### src/rtl/fifo_arb_pkg.sv
// rtl/fifo_arb_pkg.sv - shared types and helpers for the FIFO write arbiter
package fifo_arb_pkg;

    // Widest requester vector the helpers need to cover
    localparam int MAX_REQ = 16;

    // Arbiter control states
    typedef enum logic [1:0] {
        IDLE  = 2'd0,
        ISSUE = 2'd1,
        STALL = 2'd2
    } arb_state_e;

    // One-hot vector with bit idx set; all zero when idx is outside 0..n-1
    function automatic logic [MAX_REQ-1:0] onehot(input int idx, input int n);
        logic [MAX_REQ-1:0] v;
        v = {{(MAX_REQ-1){1'b0}}, 1'b1};
        if (idx >= 0 && idx < n && idx < MAX_REQ) begin
            v = v << idx;
        end else begin
            v = '0;
        end
        return v;
    endfunction

endpackage

### src/rtl/rr_arbiter.sv
// rtl/rr_arbiter.sv - combinational round-robin pick starting at a pointer
module rr_arbiter #(
    parameter int N = 4,
    localparam int IW = (N > 1) ? $clog2(N) : 1
) (
    input  logic [N-1:0]  i_req,
    input  logic [IW-1:0] i_ptr,
    output logic [IW-1:0] o_sel,
    output logic          o_valid
);

    logic [N-1:0] w_rot;
    logic [IW:0]  w_sum;

    // Rotate so that the pointer position lands on bit 0
    assign w_rot = N'({i_req, i_req} >> i_ptr);

    // Lowest set bit of the rotated vector wins; map it back to an absolute index
    always_comb begin
        o_sel   = '0;
        o_valid = 1'b0;
        w_sum   = '0;
        for (int k = N - 1; k >= 0; k--) begin
            if (w_rot[k]) begin
                w_sum = {1'b0, i_ptr} + (IW+1)'(k);
                if (w_sum >= (IW+1)'(N)) begin
                    w_sum = w_sum - (IW+1)'(N);
                end
                o_sel   = w_sum[IW-1:0];
                o_valid = 1'b1;
            end
        end
    end

endmodule

### src/rtl/fifo_wr_arbiter.sv
// rtl/fifo_wr_arbiter.sv - round-robin arbiter sharing one FIFO write port
module fifo_wr_arbiter
    import fifo_arb_pkg::*;
#(
    parameter int N_REQ      = 4,
    parameter int FIFO_WIDTH = 16,
    parameter int FIFO_DEPTH = 8
) (
    input  logic                        clk,
    input  logic                        rst_n,
    input  logic                        enable,
    input  logic [N_REQ-1:0]            req,
    input  logic [N_REQ*FIFO_WIDTH-1:0] req_data,
    output logic [N_REQ-1:0]            gnt,
    output logic                        fifo_wr_en,
    output logic [FIFO_WIDTH-1:0]       fifo_data_in,
    input  logic                        fifo_full,
    input  logic                        fifo_almostfull,
    input  logic                        fifo_wr_ack,
    input  logic                        fifo_overflow,
    output logic [N_REQ-1:0]            done_ack,
    output logic                        err_overflow,
    output logic                        busy
);

    localparam int TW = $clog2(N_REQ);

    logic [N_REQ-1:0]      r_gnt;
    logic                  r_wr_en;
    logic [FIFO_WIDTH-1:0] r_data;
    logic [TW-1:0]         r_ptr;
    logic [TW-1:0]         r_tag;
    logic                  r_tag_vld;
    logic [TW-1:0]         r_ack_tag;
    logic                  r_ack_vld;
    logic                  r_err;
    arb_state_e            r_state;

    logic                  w_can_issue;
    logic [TW-1:0]         w_sel;
    logic                  w_sel_vld;
    logic                  w_grant;
    logic [TW-1:0]         w_next_ptr;
    logic [FIFO_WIDTH-1:0] w_sel_data;
    logic                  w_ack_hit;
    arb_state_e            w_state_nxt;

    // A write already registered is not yet in the FIFO count, so almostfull
    // must be treated as full while fifo_wr_en is high. Reads are ignored.
    assign w_can_issue = enable && !fifo_full && !(fifo_almostfull && r_wr_en);

    rr_arbiter #(
        .N(N_REQ)
    ) u_rr (
        .i_req   (req),
        .i_ptr   (r_ptr),
        .o_sel   (w_sel),
        .o_valid (w_sel_vld)
    );

    assign w_grant    = w_sel_vld && w_can_issue;
    assign w_next_ptr = (w_sel == TW'(N_REQ - 1)) ? '0 : w_sel + TW'(1);

    // Data mux for the selected requester slice
    always_comb begin
        w_sel_data = '0;
        for (int i = 0; i < N_REQ; i++) begin
            if (w_sel == TW'(i)) begin
                w_sel_data = req_data[i*FIFO_WIDTH +: FIFO_WIDTH];
            end
        end
    end

    // Grant, write port, pointer and tag pipeline
    always_ff @(posedge clk or negedge rst_n) begin
        if (!rst_n) begin
            r_gnt     <= '0;
            r_wr_en   <= 1'b0;
            r_data    <= '0;
            r_ptr     <= '0;
            r_tag     <= '0;
            r_tag_vld <= 1'b0;
            r_ack_tag <= '0;
            r_ack_vld <= 1'b0;
        end else begin
            r_wr_en   <= w_grant;
            r_tag_vld <= w_grant;
            r_gnt     <= w_grant ? N_REQ'(onehot(int'(w_sel), N_REQ)) : '0;
            if (w_grant) begin
                r_data <= w_sel_data;
                r_ptr  <= w_next_ptr;
                r_tag  <= w_sel;
            end
            // The FIFO write edge hands the tag over to the ack stage
            r_ack_tag <= r_tag;
            r_ack_vld <= r_tag_vld;
        end
    end

    // Sticky overflow flag raised when the FIFO rejects a write we issued
    always_ff @(posedge clk or negedge rst_n) begin
        if (!rst_n) begin
            r_err <= 1'b0;
        end else if (fifo_overflow && r_ack_vld) begin
            r_err <= 1'b1;
        end
    end

    // State register
    always_ff @(posedge clk or negedge rst_n) begin
        if (!rst_n) begin
            r_state <= IDLE;
        end else begin
            r_state <= w_state_nxt;
        end
    end

    // Next-state: grant wins, otherwise stall while requests wait for space
    always_comb begin
        w_state_nxt = r_state;
        case (r_state)
            IDLE: begin
                if (w_grant) begin
                    w_state_nxt = ISSUE;
                end else if (|req) begin
                    w_state_nxt = STALL;
                end
            end
            ISSUE: begin
                if (w_grant) begin
                    w_state_nxt = ISSUE;
                end else if (|req) begin
                    w_state_nxt = STALL;
                end else begin
                    w_state_nxt = IDLE;
                end
            end
            STALL: begin
                if (w_grant) begin
                    w_state_nxt = ISSUE;
                end else if (!(|req)) begin
                    w_state_nxt = IDLE;
                end
            end
            default: w_state_nxt = IDLE;
        endcase
    end

    // A rejected write never produces a completion
    assign w_ack_hit = fifo_wr_ack && r_ack_vld && !fifo_overflow;

    assign gnt          = r_gnt;
    assign fifo_wr_en   = r_wr_en;
    assign fifo_data_in = r_data;
    assign done_ack     = w_ack_hit ? N_REQ'(onehot(int'(r_ack_tag), N_REQ)) : '0;
    assign err_overflow = r_err;
    assign busy         = (r_state == ISSUE) || r_ack_vld;

    a_no_write_into_full: assert property (@(posedge clk) disable iff (!rst_n)
        r_wr_en |-> !fifo_full);

    a_gnt_onehot: assert property (@(posedge clk) disable iff (!rst_n)
        $onehot0(r_gnt));

    a_depth_sane: assert property (@(posedge clk) disable iff (!rst_n)
        (FIFO_DEPTH >= 2) && (N_REQ >= 2) && (N_REQ <= MAX_REQ));

endmodule

### config.mk
export PLATFORM = sky130hd
export DESIGN_NAME = fifo_wr_arbiter
export DESIGN_NICKNAME = d
export VERILOG_FILES = /design/src/rtl/fifo_arb_pkg.sv /design/src/rtl/rr_arbiter.sv /design/src/rtl/fifo_wr_arbiter.sv
export SDC_FILE = /design/constraint.sdc
export NUM_CORES = 1
export LEC_CHECK = 0
export CAP_MARGIN = 0
export CORE_ASPECT_RATIO = 1.25
export CORE_UTILIZATION = 36
export CTS_CLUSTER_DIAMETER = 120
export CTS_CLUSTER_SIZE = 25
export DETAILED_ROUTE_END_ITERATION = 12
export PLACE_DENSITY = 0.74
export SYNTH_ARGS = -nofsm -noshare
export SYNTH_HDL_FRONTEND = slang
export SYNTH_SLANG_ARGS = --single-unit
### constraint.sdc
create_clock -name clk -period 2.19 [get_ports clk]
set_input_delay 0.3285 -clock clk [delete_from_list [all_inputs] [get_ports clk]]
set_output_delay 0.3285 -clock clk [all_outputs]
set_load 0.02 [all_outputs]
==> results of run 1 <==
registers in the layout, indices dropped and copies added (netlist names):
| register | flops |
|---|---|
| fifo_data_in | 16 |
| r_tag_vld | 1 |
| r_ack_vld | 1 |
| r_ptr | 2 |
| r_state | 2 |
| r_ack_tag | 2 |
| gnt | 4 |
| err_overflow | 1 |
| r_tag | 2 |
cells in the final DEF, fill, tap and decap left out, types with 4 or more instances in the layout:
master | Yosys | routed
a31oi_1 | 32 | 32
o31ai_1 | 4 | 4
dfrtp_1 | 31 | 31
clkbuf_8 | 0 | 6
clkdlybuf4s50_1 | 0 | 95
a221o_1 | 16 | 16
nand3b_1 | 16 | 16
and2_1 | 5 | 5
inv_1 | 17 | 17
nand2_1 | 22 | 22
clkbuf_16 | 0 | 4
a21oi_1 | 17 | 8
a21oi_2 | 0 | 8
buf_4 | 0 | 19
cells in the mapped netlist (all sizes together) (2+ instances only):
cell,count
a21o,2
a21oi,17
a221o,16
a31oi,32
and2,5
and3,2
buf,7
clkbuf,13
dfrtp,31
ha,4
inv,18
nand2,23
nand2b,2
nand3b,16
nor2,4
o21ai,2
o31ai,4
or2,2
power breakdown:
| part | leakage, nW | switching, mW | internal [mW] | total (mW) |
|---|---|---|---|---|
| registers | 0.368 | 0.118 | 0.742 | 0.860 |
| logic | 1.06 | 0.918 | 1.11 | 2.03 |
| clock network | 0.0470 | 0.193 | 0.246 | 0.439 |
| total | 1.47 | 1.23 | 2.10 | 3.33 |
worst reg2reg max path, stage by stage, from the launching register on:
cell	delay, ns
dfrtp_1	0.43
or3b_4	0.44
o211ai_1	0.13
or2_4	0.19
ha_4	0.22
clkbuf_16	0.19
a21oi_2	0.05
a221o_1	0.33
a31oi_1	0.16
metal layers:
layer	vias to the layer above	track usage	wire length (um)
met5	-	0	0
met4	0	0.0832	208
met3	16	0.0328	411
met2	111	0.383	3500
met1	1055	0.287	2630
li1	1027	-	-
worst max-delay path by stage:
stage,from,to,slack (ns)
after floorplan,r_ptr[0],fifo_data_in[2],0.006
after global placement,req[0],fifo_data_in[6],-0.40
after detailed placement,req[0],fifo_data_in[6],-0.43
after CTS,r_ptr[1],fifo_data_in[9],0.003
after global routing,r_ptr[1],fifo_data_in[6],-0.11
final,r_ptr[1],fifo_data_in[9],-0.03
stage by stage:
step                std cells  setup slack (ns)  instance area, um2  hold WS, ns
floorplan                 214           0.00570                1930       0.0329
global placement          379            -0.402                3110        0.364
detailed placement        379            -0.428                3110        0.369
CTS                       389           0.00292                3260        0.381
global route              395            -0.108                3490        0.386
finish                    395           -0.0298                3490        0.380
repair_timing:
item / in CTS / in global routing
gates cloned: 1 / 4
buffers inserted: 2 / 2
setup endpoints to repair: 16 / 18
pin swaps: 5 / 39
gates resized for setup: 10 / 29
final cells by class:
cell class | count | area [um2] | area share
clock inverter | 1 | 5.00 | 0.00144
clock buffer | 6 | 82.6 | 0.0237
sequential | 31 | 776 | 0.222
tap | 62 | 77.6 | 0.0222
multi-input combinational | 145 | 1080 | 0.310
inverter | 18 | 70.1 | 0.0201
timing repair buffer | 132 | 1390 | 0.400
cells by family after synthesis:
| group | Yosys count |
|---|---|
| fa+ha+maj | 4 |
| flops | 31 |
| compound gates | 77 |
| mux | 1 |
| simple gates | 63 |
| buf+inv | 38 |
==> impl_metrics.csv, run 1 <==
group,metric,value,unit
run_status,outcome,"complete, but fails checks",
run_status,violations,"negative setup slack",
hold_path,hold_depth,0,
worst_setup_path,critPathLaunchType,"flip-flop",
finish,final_core_util,0.682,
cts,clockBufferDepth,2,
worst_setup_path,r2r_start,"r_ptr[1]",
die,rows,29,
cts,cts_buffers,5,
synth,synthAdderAreaFrac,0.0261,
worst_setup_path,critPathCaptureType,"flip-flop",
worst_setup_path,worstPathArrival,2.42,ns
drt,drt-initial-drc-count,110,
drt,first_pass_iters,5,
synth,synth_top_family_by_area,"compound AO/OA/AOI/OAI gates",
drt,avgViaCountPerCell,5.59,
cts,clk_pin_slew,0.06,ns
synth,synthTopCellsByArea,"dfrtp_1, a31oi_1, a221o_1",
synth,avgSynthCellArea,8.97,um2
worst_setup_path,cp_top_family,"compound AO/OA/AOI/OAI gates",
synth,synth_area_leader_cell,"dfrtp_1",
finish,drive_gt1_frac,0.189,
worst_setup_path,crit_chain,"or3b_4, o211ai_1, or2_4, ha_4, clkbuf_16, a21oi_2, a221o_1, a31oi_1",
synth,ys_seq_area_frac,0.404,
worst_setup_path,reg2regPathDepth,8,
worst_setup_path,cp.depth,8,
timing,rsz0062_at_grt,"yes",
placed_design,post-dp-hpwl,4500,um
synth,async_reset_ff_frac,1.00,
synth,synth_xor_xnor_area_share,0,
cts,htree_levels,2,
job,drv_cap,0,
pwr,max-vdd-ir-drop,0.447,mV
worst_setup_path,worstPathRequired,2.39,ns
timing,max_freq,450,MHz
cts,clock-sinks,31,
drt,antenna_left,0,
synth,ys_ff_latch,31,
worst_setup_path,crit_type,"flip-flop to flip-flop",
finish,nets,412,
placed_design,port_buffers,101,
drt,drc,0,
timing,slew_violations,0,
finish,antenna_cells,0,
drt,wl_per_cell,17.1,um
die,die_x,67.3,um
cts,cts-root-buf,"clkbuf_8",
timing,tightest_slew,0.400,ns
die,start_util,0.375,
die,die_y,83.6,um
drt,wirelength,6760,um
synth,synth.net_count,293,
timing,fin_ws,-0.0298,ns
worst_setup_path,cpMaxStageDelayCell,"or3b_4",
placed_design,gp_congestion,0.790,
pwr,p_per_area,954,nW/um2
synth,synth_edf_count,0,
worst_setup_path,timing.rr.end,"fifo_data_in[9]",
worst_setup_path,slowest_delay,0.44,ns
finish,fillers,392,
die,num_io_pins,102,
synth,synth_compound_area_frac,0.278,
synth,synth_simple_gate_area_frac,0.194,
timing,finalSetupTns,-0.0541,ns
synth,synth_warnings,0,
grt,grt_use_total,0.228,
synth,syn_inst,214,
timing,hold_viol,0,
synth,ys.flop_type,"dfrtp_1",
die,die_area,5630,um2
synth,yosysTopAreaCellShare,0.404,
grt,grt_pass1_wl,9850,um
grt,grt_max_degree,34,
grt,grt_overflow,0,
finish,syn_to_final_growth,81.7,%
grt,antenna_found_initial,0,
worst_setup_path,r2r_setup_slack,-0.03,ns
die,core,5120,um2
timing,skew,0.00203,ns
worst_setup_path,path_max_fanout,8,
grt,grt_pass1_vias,2111,
timing,post-route-period-util,1.01,
hold_path,hold_class,"flip-flop to flip-flop",
cts,hold_buffers,0,
drt,via_count,2209,
cts,cts_tree,"built",
hold_path,worstHoldStart,"r_tag[1]",
hold_path,holdPathEnd,"r_ack_tag[1]",
synth,netlist_area,1920,um2
timing,period_needed,2.22,ns
synth,muxShareOfSynthArea,0.00782,
pwr,power_leakage,1.47,nW
timing,setup_viol,2,
worst_setup_path,cp_num_buf_inv,1,
synth,ys_types,35,
cts,insertion_delay,0.27,ns
timing,slew_headroom,0.731,
pwr,power,3.33,mW
Power figures use the tool's default switching activity.
==> inputs of run 2 (changes only) <==
Settings changed: CORE_UTILIZATION 36 to 25, GPL_ROUTABILITY_DRIVEN set to 0, PLACE_DENSITY 0.74 to 0.53.
==> impl_metrics.csv, run 2 (synthesis results as in run 1) <==
group,metric,value,unit
drt,via_count,2130,
finish,fillers,717,
grt,grt_pass1_wl,10900,um
timing,slew_violations,0,
cts,insertion_delay,0.28,ns
die,rows,35,
drt,wl_per_cell,15.9,um
grt,grt_max_degree,34,
placed_design,place_ws,-0.483,ns
die,die_y,100,um
timing,post-route-period-util,1.01,
timing,rsz0062_at_grt,"yes",
timing,setup_viol,1,
worst_setup_path,worstPathArrival,2.41,ns
worst_setup_path,cpMaxStageDelayCell,"dfrtp_2",
cts,cts_tree,"built",
placed_design,post-dp-hpwl,4940,um
timing,hold_slack,0.372,ns
drt,top_layer,"met4",
worst_setup_path,critPathLaunchType,"flip-flop",
cts,cts_buffers,5,
worst_setup_path,crit_type,"flip-flop to flip-flop",
hold_path,hold_class,"flip-flop to flip-flop",
pwr,max-vdd-ir-drop,0.380,mV
run_status,outcome,"complete, but fails checks",
drt,met1_length,2800,um
finish,nets,415,
cts,htree_levels,2,
drt,avgViaCountPerCell,4.97,
pwr,power_leakage,1.44,nW
worst_setup_path,critPathCaptureType,"flip-flop",
cts,clock-sinks,31,
grt,antenna_found_initial,0,
grt,grt_pass1_vias,2202,
cts,clk_pin_slew,0.06,ns
timing,fin_ws,-0.0164,ns
cts,cts-root-buf,"clkbuf_8",
die,die_area,8030,um2
finish,syn_to_final_growth,79.5,%
drt,antenna_left,0,
die,num_io_pins,102,
finish,multi_input_area,1010,um2
drt,wl_met3,349,um
timing,skew,0.00897,ns
worst_setup_path,worstPathRequired,2.39,ns
finish,final_common_cell,"clkdlybuf4s50_1",
finish,largest_reg_flops,16,
timing,slew_headroom,0.735,
die,core,7400,um2
drt,wirelength,6820,um
timing,period_needed,2.21,ns
finish,antenna_cells,0,
cts,hold_buffers,0,
timing,max_freq,453,MHz
placed_design,port_buffers,101,
job,drv_cap,0,
drt,drt-initial-drc-count,106,
die,die_x,80.4,um
drt,routed-wl-met2,3430,um
timing,hold_viol,0,
pwr,p_per_area,943,nW/um2
finish,final_cell_mix,"clkdlybuf4s50_1, a31oi_1, dfrtp_1",
run_status,violations,"negative setup slack",
cts,clockBufferDepth,2,
finish,seq_area,777,um2
worst_setup_path,crit_chain,"or3b_4, o211ai_1, or2_4, buf_6, ha_4, buf_12, nand3b_1, a221o_1, a31oi_1",
drt,drc,0,
timing,tightest_slew,0.398,ns
drt,first_pass_iters,5,
die,start_util,0.259,
finish,drive_gt1_frac,0.166,
grt,grt_overflow,0,
worst_setup_path,slowest_delay,0.43,ns
grt,grt_use_total,0.177,
worst_setup_path,path_max_fanout,9,
run 2: cell types whose count changed in the layout (fill, tap and decap cells not counted), moves of 2 or more:
cell,change
clkdlybuf4s50_1,+2
buf_6,-2
buf_16,+3
a21oi_1,+9
clkbuf_16,-4
a21oi_2,-8
clkbuf_1,+2
buf_4,+7
run 2: what timing repair did:
action / CTS / global route
resized for setup: 18 / 4
pin swaps: 9 / 14
cloned: 4 / 0
endpoints found under the setup margin: 16 / 17
buffers inserted: 3 / 2
run 2: path summary, 6_finish.rpt:
| kind | start | endpoint | slack, ns | cells past startpoint |
|---|---|---|---|---|
| worst max-delay path | r_ptr[1] | fifo_data_in[7] | -0.02 | 9 |
| min in group asynchronous | rst_n | fifo_data_in[9] | 0.44 | 2 |
| worst min register to register | r_tag[1] | r_ack_tag[1] | 0.37 | 0 |
| max in group asynchronous | rst_n | r_ptr[1] | 1.44 | 2 |
| worst max register to register | r_ptr[1] | fifo_data_in[7] | -0.02 | 9 |
| worst min-delay path | r_tag[1] | r_ack_tag[1] | 0.37 | 0 |
run 2: area by class of cell:
| type | count | share of cell area |
|---|---|---|
| Clock buffer | 7 | 0.0221 |
| Timing Repair Buffer | 135 | 0.403 |
| Inverter | 18 | 0.0203 |
| Clock inverter | 1 | 0.00145 |
| Multi-Input combinational cell | 145 | 0.294 |
| Tap cell | 92 | 0.0334 |
| Sequential cell | 31 | 0.225 |
run 2: routing by layer:
metal  vias to the layer above  global-route usage
li1                       1038                   -
met1                       992               0.209
met2                        88               0.310
met3                        12              0.0245
met4                         0              0.0879
met5                         -                   0
run 2: stage by stage:
step / power, mW / cell area [um2] / std cells / util / setup TNS [ns]
global placement: 2.50 / 3170 / 412 / 0.428 / -6.31
detailed placement: 2.52 / 3170 / 412 / 0.428 / -7.35
floorplan: 1.74 / 1930 / 214 / - / 0
global route: 3.47 / 3450 / 429 / 0.466 / -0.857
CTS: 3.24 / 3420 / 427 / 0.462 / -0.0712
finish: 3.25 / 3450 / 429 / 0.466 / -0.0164
run 2: power breakdown:
part / internal [mW] / leakage [nW] / switching, mW
clock network: 0.223 / 0.0422 / 0.212
registers: 0.743 / 0.366 / 0.126
logic: 1.09 / 1.03 / 0.858
total: 2.05 / 1.44 / 1.20
run 2: worst max-delay path, delay by kind of cell (launching register included):
kind            cells  cell delay (ns)
buf+inv             2             0.23
compound gates      3             0.64
fa+ha+maj           1             0.17
simple gates        3             0.64
flops               1             0.43
==> inputs of run 3 (changes only) <==
Settings changed: CORE_ASPECT_RATIO 1.25 to 2.
==> impl_metrics.csv, run 3 (synthesis results as in run 1) <==
group,metric,value,unit
run_status,outcome,"complete, but fails checks",
run_status,violations,"negative setup slack",
drt,wl_per_cell,17.3,um
worst_setup_path,r2r_start,"r_ptr[1]",
grt,grt_overflow,0,
cts,cts_buffers,5,
die,die_x,64.0,um
pwr,power,3.66,mW
grt,grt_use_total,0.189,
worst_setup_path,r2r_setup_slack,-0.03,ns
timing,post-route-period-util,1.01,
pwr,pwr-share-seq,0.240,
placed_design,port_buffers,101,
cts,cts-root-buf,"clkbuf_16",
drt,via_count,2160,
grt,grt_pass1_vias,2279,
worst_setup_path,critPathCaptureType,"flip-flop",
worst_setup_path,crit_type,"flip-flop to flip-flop",
cts,cts_tree,"built",
pwr,combPwrFrac,0.539,
timing,setup_viol,1,
cts,insertion_delay,0.27,ns
die,start_util,0.262,
finish,final_common_cell,"clkdlybuf4s50_1",
timing,period_needed,2.22,ns
timing,rsz0062_at_grt,"yes",
worst_setup_path,worstPathArrival,2.41,ns
drt,drc,0,
cts,clk_pin_slew,0.05,ns
worst_setup_path,timing.rr.end,"fifo_data_in[9]",
pwr,power_leakage,1.49,nW
die,rows,44,
pwr,p_sw,1.24,mW
worst_setup_path,reg2regPathDepth,8,
die,core,7320,um2
drt,drt-initial-drc-count,62,
hold_path,holdPathEnd,"r_ack_tag[0]",
grt,grt_max_degree,34,
hold_path,hold_class,"flip-flop to flip-flop",
finish,seq_area,777,um2
finish,fillers,703,
timing,slew_violations,0,
cts,htree_levels,2,
worst_setup_path,path_max_fanout,5,
job,drv_cap,0,
grt,antenna_found_initial,0,
die,die_y,126,um
pwr,max-vdd-ir-drop,0.478,mV
hold_path,worstHoldStart,"r_tag[0]",
placed_design,post_dp_cell_area,3180,um2
worst_setup_path,critPathLaunchType,"flip-flop",
timing,slew_headroom,0.715,
timing,hold_viol,0,
finish,antenna_cells,0,
finish,fin_area,3550,um2
timing,fin_ws,-0.0295,ns
worst_setup_path,cp-startpoint,"r_ptr[1]",
drt,first_pass_iters,5,
timing,skew,0.00375,ns
finish,largest_reg_flops,16,
pwr,clockPowerShare,0.221,
pwr,swShare,0.339,
die,num_io_pins,102,
pwr,p_per_area,1030,nW/um2
finish,syn_to_final_growth,85.0,%
grt,grt_pass1_wl,11300,um
pwr,p_int,2.42,mW
die,die_area,8050,um2
cts,clock-sinks,31,
finish,final_cell_mix,"clkdlybuf4s50_1, a31oi_1, dfrtp_1",
finish,nets,413,
hold_path,hold_depth,0,
drt,avgViaCountPerCell,5.06,
worst_setup_path,worstPathRequired,2.38,ns
drt,antenna_left,0,
timing,tightest_slew,0.428,ns
cts,clockBufferDepth,2,
finish,drive_gt1_frac,0.170,
placed_design,post-dp-hpwl,5410,um
timing,max_freq,451,MHz
drt,wirelength,7380,um
finish,multi_input_area,1020,um2
-- run 3: area by class of cell --
cell class              count  area share
repair buffers            133       0.393
multi-input cells         145       0.287
flip-flops and latches     31       0.219
clock buffers               6      0.0391
well taps                  92      0.0324
inverters                  18      0.0197
clock inverters             2     0.00987
-- run 3: per-layer routing --
layer  part of all wire  track usage  up-vias
li1                   -            -     1028
met1               0.34        0.177     1031
met2               0.58        0.369       80
met3              0.038       0.0272       21
met4              0.048        0.115        0
met5                  0            0        -
-- run 3: through the flow --
step                      worst slack, ns  hold WS (ns)  utilization  cells  setup TNS, ns
after floorplan                   0.00570        0.0329            -    214              0
after global placement             -0.446         0.365        0.435    412          -6.35
after detailed placement           -0.463         0.374        0.435    412          -6.80
after CTS                         -0.0473         0.386        0.483    426         -0.174
after global routing              -0.0916         0.385        0.485    427         -0.614
final                             -0.0295         0.381        0.485    427        -0.0295
-- run 3: worst max path at each step --
stage,cells past startpoint,slack [ns],to
2_1_floorplan,9,0.006,fifo_data_in[2]
3_3_place_gp,9,-0.45,fifo_data_in[10]
3_5_place_dp,9,-0.46,fifo_data_in[10]
4_1_cts,8,-0.05,fifo_data_in[9]
5_1_grt,8,-0.09,fifo_data_in[9]
6_report,8,-0.03,fifo_data_in[9]
-- run 3: repair_timing --
action,in CTS,in global routing
setup endpoints to repair,17,17
pin swaps,11,13
setup buffers,2,1
resized for setup,19,3
cloned,4,0
hold buffers,0,0
-- run 3: worst max-delay path, stage by stage, from the launching register on --
cell and delay, ns:
dfrtp_2 0.44, or3b_4 0.39, o211ai_1 0.11, or2_4 0.19
ha_4 0.17, bufbuf_16 0.26, a21oi_1 0.06, a221o_1 0.35
a31oi_1 0.17
-- run 3: power groups by stage --
stage               logic (mW)  clock network [mW]  registers [mW]
floorplan                0.742                   0            1.00
global placement          1.63                   0           0.880
detailed placement        1.65                   0           0.882
CTS                       1.97               0.820           0.873
global route              2.11               0.851           0.891
finish                    1.97               0.810           0.877
